<file path="src/rtl/hp_pkg.sv">
// Shared types and constants for the hp instruction fetch slice.
package hp_pkg;

  localparam int XLEN = 32;
  localparam int PC_W = 30;

  localparam logic [XLEN-1:0] NOP_INST = 32'h00000013;

  typedef struct packed {
    logic [PC_W-1:0] pc;
    logic [XLEN-1:0] inst;
  } fetch_entry_t;

  localparam int ENTRY_W = $bits(fetch_entry_t);

  // Word-address increment; wraps naturally at 2^PC_W.
  function automatic logic [PC_W-1:0] pc_inc(input logic [PC_W-1:0] pc);
    return pc + PC_W'(1);
  endfunction

endpackage

</file>
<file path="src/rtl/hp_fifo.sv">
// Small show-ahead FIFO with flush; head entry is visible combinationally on pop_data.
module hp_fifo #(
  parameter int DEPTH = 4,
  parameter int WIDTH = 62,
  localparam int AW = $clog2(DEPTH),
  localparam int CW = $clog2(DEPTH + 1)
) (
  input  logic             clk,
  input  logic             rst_n,
  input  logic             flush,
  input  logic             push,
  input  logic [WIDTH-1:0] push_data,
  input  logic             pop,
  output logic [WIDTH-1:0] pop_data,
  output logic             full,
  output logic             empty,
  output logic [CW-1:0]    count
);

  logic [WIDTH-1:0] mem [DEPTH];
  logic [AW-1:0]    wr_ptr_reg;
  logic [AW-1:0]    rd_ptr_reg;
  logic [CW-1:0]    count_reg;
  logic             do_push;
  logic             do_pop;

  assign full  = (count_reg == CW'(DEPTH));
  assign empty = (count_reg == '0);
  assign count = count_reg;

  // A push into a full buffer is only legal when the head leaves in the same cycle.
  assign do_pop  = pop & ~empty & ~flush;
  assign do_push = push & ~flush & (~full | do_pop);

  assign pop_data = mem[rd_ptr_reg];

  always_ff @(posedge clk) begin
    if (do_push) begin
      mem[wr_ptr_reg] <= push_data;
    end
  end

  always_ff @(posedge clk or negedge rst_n) begin
    if (!rst_n) begin
      wr_ptr_reg <= '0;
      rd_ptr_reg <= '0;
      count_reg  <= '0;
    end else if (flush) begin
      wr_ptr_reg <= '0;
      rd_ptr_reg <= '0;
      count_reg  <= '0;
    end else begin
      if (do_push) begin
        wr_ptr_reg <= wr_ptr_reg + AW'(1);
      end
      if (do_pop) begin
        rd_ptr_reg <= rd_ptr_reg + AW'(1);
      end
      case ({do_push, do_pop})
        2'b10:   count_reg <= count_reg + CW'(1);
        2'b01:   count_reg <= count_reg - CW'(1);
        default: count_reg <= count_reg;
      endcase
    end
  end

endmodule

</file>
<file path="src/rtl/hp_fetch.sv">
// Instruction fetch stage: sequential imem requests, prefetch buffer, redirect flush.
// Optional HP_FETCH_BYPASS_EN: same-cycle rvalid -> decode path when the buffer is empty.
module hp_fetch
  import hp_pkg::*;
#(
  parameter int              FIFO_DEPTH      = 4,
  parameter int              MAX_OUTSTANDING = 2,
  parameter logic [PC_W-1:0] RESET_PC        = 30'h0
) (
  input  logic            clk,
  input  logic            rst_n,
  input  logic            redirect_i,
  input  logic [PC_W-1:0] redirect_pc_i,
  output logic            imem_req_o,
  output logic [PC_W-1:0] imem_addr_o,
  input  logic            imem_gnt_i,
  input  logic            imem_rvalid_i,
  input  logic [XLEN-1:0] imem_rdata_i,
  output logic            inst_valid_o,
  input  logic            inst_ready_i,
  output logic [XLEN-1:0] inst_o,
  output logic [PC_W-1:0] inst_pc_o
);

  localparam int CNT_W = $clog2(FIFO_DEPTH + 1);
  localparam int CW    = CNT_W + 1;

  logic [PC_W-1:0] fetch_pc_reg, fetch_pc_next;
  logic [PC_W-1:0] resp_pc_reg, resp_pc_next;
  logic [CW-1:0]   outstanding_reg, outstanding_next;
  logic [CW-1:0]   drop_cnt_reg, drop_cnt_next;

  logic            fifo_push;
  logic            fifo_pop;
  logic            fifo_full;
  logic            fifo_empty;
  logic [CNT_W-1:0] fifo_count;
  fetch_entry_t    fifo_wdata;
  fetch_entry_t    fifo_rdata;
  fetch_entry_t    head_entry;

  logic [CW-1:0]   credit_used;
  logic            gnt_acc;
  logic            rsp_drop;
  logic            rsp_keep;

  // Live in-flight responses plus buffered entries must leave room for every answer.
  assign credit_used = outstanding_reg - drop_cnt_reg + {1'b0, fifo_count};

  assign imem_req_o  = rst_n & ~redirect_i
                     & (outstanding_reg < CW'(MAX_OUTSTANDING))
                     & (credit_used < CW'(FIFO_DEPTH));
  assign imem_addr_o = fetch_pc_reg;

  assign gnt_acc  = imem_req_o & imem_gnt_i;
  assign rsp_drop = imem_rvalid_i & (drop_cnt_reg != '0);
  assign rsp_keep = imem_rvalid_i & (drop_cnt_reg == '0) & ~redirect_i;

  always_comb begin
    outstanding_next = outstanding_reg;
    if (gnt_acc && !imem_rvalid_i) begin
      outstanding_next = outstanding_reg + CW'(1);
    end else if (!gnt_acc && imem_rvalid_i) begin
      outstanding_next = outstanding_reg - CW'(1);
    end
  end

  always_comb begin
    drop_cnt_next = drop_cnt_reg;
    fetch_pc_next = fetch_pc_reg;
    resp_pc_next  = resp_pc_reg;
    if (redirect_i) begin
      // Everything still in flight after this cycle belongs to the old stream.
      drop_cnt_next = outstanding_next;
      fetch_pc_next = redirect_pc_i;
      resp_pc_next  = redirect_pc_i;
    end else begin
      if (rsp_drop) begin
        drop_cnt_next = drop_cnt_reg - CW'(1);
      end
      if (gnt_acc) begin
        fetch_pc_next = pc_inc(fetch_pc_reg);
      end
      if (rsp_keep) begin
        resp_pc_next = pc_inc(resp_pc_reg);
      end
    end
  end

  always_ff @(posedge clk or negedge rst_n) begin
    if (!rst_n) begin
      fetch_pc_reg    <= RESET_PC;
      resp_pc_reg     <= RESET_PC;
      outstanding_reg <= '0;
      drop_cnt_reg    <= '0;
    end else begin
      fetch_pc_reg    <= fetch_pc_next;
      resp_pc_reg     <= resp_pc_next;
      outstanding_reg <= outstanding_next;
      drop_cnt_reg    <= drop_cnt_next;
    end
  end

  assign fifo_wdata.pc   = resp_pc_reg;
  assign fifo_wdata.inst = imem_rdata_i;

`ifdef HP_FETCH_BYPASS_EN
  logic bypass_active;

  assign bypass_active = rsp_keep & fifo_empty;
  assign inst_valid_o  = ~fifo_empty | bypass_active;
  assign head_entry    = fifo_empty ? fifo_wdata : fifo_rdata;
  assign fifo_push     = rsp_keep & ~(bypass_active & inst_ready_i);
`else
  assign inst_valid_o  = ~fifo_empty;
  assign head_entry    = fifo_rdata;
  assign fifo_push     = rsp_keep;
`endif

  assign fifo_pop  = ~fifo_empty & inst_ready_i;
  assign inst_o    = inst_valid_o ? head_entry.inst : '0;
  assign inst_pc_o = inst_valid_o ? head_entry.pc : '0;

  hp_fifo #(
    .DEPTH (FIFO_DEPTH),
    .WIDTH (ENTRY_W)
  ) u_prefetch (
    .clk       (clk),
    .rst_n     (rst_n),
    .flush     (redirect_i),
    .push      (fifo_push),
    .push_data (fifo_wdata),
    .pop       (fifo_pop),
    .pop_data  (fifo_rdata),
    .full      (fifo_full),
    .empty     (fifo_empty),
    .count     (fifo_count)
  );

  // The request credit must make a push into a full, non-draining buffer impossible.
  a_no_overflow: assert property (@(posedge clk) disable iff (!rst_n)
    !(fifo_push && fifo_full && !fifo_pop));

endmodule

</file>
<file path="config.mk">
export PLATFORM = sky130hd
export DESIGN_NAME = hp_fetch
export DESIGN_NICKNAME = d
export VERILOG_FILES = /design/src/rtl/hp_pkg.sv /design/src/rtl/hp_fifo.sv /design/src/rtl/hp_fetch.sv
export SDC_FILE = /design/constraint.sdc
export NUM_CORES = 1
export LEC_CHECK = 0
export CAP_MARGIN = 10
export CORE_UTILIZATION = 50
export DETAILED_ROUTE_END_ITERATION = 7
export GPL_TIMING_DRIVEN = 1
export PLACE_DENSITY = 0.83
export SLEW_MARGIN = 20
export SYNTH_ARGS = -nofsm -noshare
export SYNTH_HDL_FRONTEND = slang
export SYNTH_HIERARCHICAL = 1
export SYNTH_SLANG_ARGS = --single-unit
</file>
<file path="constraint.sdc">
create_clock -name clk -period 4.1 [get_ports clk]
set_input_delay 0.615 -clock clk [delete_from_list [all_inputs] [get_ports clk]]
set_output_delay 0.615 -clock clk [all_outputs]
set_load 0.01 [all_outputs]
</file>
==> impl_metrics.json <==
{
  "p_per_area_nw_per_um2": 462,
  "largest_reg_flops": 248,
  "ios": 162,
  "diodes": 0,
  "ctsLongestPathBuffers": 3,
  "cts_setup_buffers": 0,
  "antenna_left": 0,
  "wire_per_inst_um": 19.6,
  "grt_overflow": 0,
  "maxSlewViolCount": 0,
  "hold_viol_final": 0,
  "critical_path.cell_chain": "inv_1 > fa_1 > inv_1 > ha_1 > and3b_1 > or2_2 > o31ai_2 > and2_1 > clkdlybuf4s50_1",
  "crit_path_end_kind": "output port",
  "slew_headroom": 0.342,
  "cap_viol_max_count": 0,
  "finalSetupTns_ns": 0,
  "grt_pass1_vias": 8163,
  "critPathLaunchType": "register",
  "setup_violations": 0,
  "grt_max_degree": 76,
  "nNetsFinal": 1154,
  "synth_area_sq_um": 14000,
  "synth_cells": 899,
  "clock_latency_ns": 0.52,
  "cp_common_cell": "inv_1",
  "ff2ff_path_depth": 11,
  "dieWidth_um": 169,
  "areaGrowthSynthToFinish_pct": 22.7,
  "drive_above_1_share": 0.160,
  "p_leak_nw": 5.80,
  "cts_resized": 0,
  "cts-root-buf": "clkbuf_16",
  "cts_tree": "built",
  "fin_crit_ns": 3.94,
  "drc": 0,
  "rsz0062_at_grt": "false",
  "final_common_cell": "edfxtp_1",
  "vias": 8304,
  "totalWireLength_mm": 28.7,
  "criticalPathCategory": "register to output port",
  "worst_pin_slew_ns": 0.987,
  "antenna_found_initial": 0,
  "hold_class": "primary input to asynchronous set/reset pin",
  "cp_max_fo": 11,
  "core_area_sq_um": 27300,
  "arrival_ns": 3.32,
  "clk_pin_slew_ns": 0.06,
  "fin_area_sq_um": 17200,
  "placedInstanceArea_sq_um": 16100,
  "cpLargestDelayFamily": "adder cells",
  "max_stage_delay_ns": 0.54,
  "status": "finished clean",
  "viasPerCell": 5.67,
  "grt_usage": 0.203,
  "place_hpwl_mm": 18.0,
  "cpMaxStageDelayCell": "clkdlybuf4s50_1",
  "numCtsBuffers": 34,
  "cts_max_level": 2,
  "synth_fp_nets": 983,
  "ir_drop_mv": 0.308,
  "dieArea_sq_um": 28700,
  "grt_pass1_wl_mm": 44.6,
  "final_cell_mix": "edfxtp_1 (248), clkdlybuf4s50_1 (160), dfrtp_1 (72)",
  "worst_clock_skew_ns": 0.0183,
  "syn_area_per_cell_sq_um": 15.6,
  "clock-sinks": 323,
  "fin_crit_sh": 0.960,
  "first_pass_iters": 5,
  "place_congestion": 0.880,
  "crit-reg2reg-launch": "u_prefetch/count[1]$_DFFE_PN0P_",
  "r2r-end": "imem_addr_o[28]$_DFFE_PN0P_",
  "holdBufCountCts": 0,
  "io_buffers": 161,
  "initial_core_util": 0.515,
  "max_freq_mhz": 254,
  "worst-path-buf-inv": 3,
  "dr.first_iter.drc_count": 740,
  "yosysWarnings": 6,
  "die_h_um": 169,
  "fillers": 1904,
  "r2r_slack_ns": 0.66,
  "crit_required_ns": 3.48,
  "rows": 60
}
-- worst max-delay path by stage --
stage | to | depth (start not counted) | startpoint
2_1_floorplan | u_prefetch/mem[2][10]$_DFFE_PP_ | 8 | redirect_i
3_5_place_dp | imem_addr_o[15]$_DFFE_PN0P_ | 11 | u_prefetch/count[1]$_DFFE_PN0P_
4_1_cts | imem_req_o | 9 | u_prefetch/count[1]$_DFFE_PN0P_
3_3_place_gp | imem_req_o | 9 | u_prefetch/count[1]$_DFFE_PN0P_
6_report | imem_req_o | 9 | u_prefetch/count[1]$_DFFE_PN0P_
5_1_grt | imem_req_o | 9 | u_prefetch/count[1]$_DFFE_PN0P_
-- metal layers --
metal  GRT usage  wire length, um  up-vias
met1       0.292            12500     4156
li1            -                -     3761
met4      0.0525              430        0
met2       0.323            13700      347
met5           0                0        -
met3      0.0338             2070       40
-- power by group --
part           internal [mW]  total [mW]  switching (mW)
registers               3.66        3.83           0.171
clock network           1.86        3.09            1.22
logic                  0.457        1.03           0.573
-- stage by stage --
stage	std cells	power [mW]	hold slack [ns]	util	worst slack [ns]
after floorplan	899	4.52	0.319	-	0.320
after global placement	1406	4.87	0.529	0.590	0.589
after detailed placement	1406	4.90	0.539	0.590	0.517
after CTS	1465	8.00	0.396	0.631	0.0310
after global routing	1465	8.23	0.442	0.632	0.0140
final	1465	7.95	0.346	0.632	0.164
-- area by class of cell --
class	count	area (sq um)	area share
Clock buffer	43	923	0.0536
Clock inverter	16	208	0.0121
Inverter	35	131	0.00763
Multi-Input combinational cell	494	4350	0.253
Sequential cell	323	9330	0.542
Tap cell	372	465	0.0270
Timing Repair Buffer	182	1800	0.105
No activity file was read; power rests on OpenSTA's default activity.
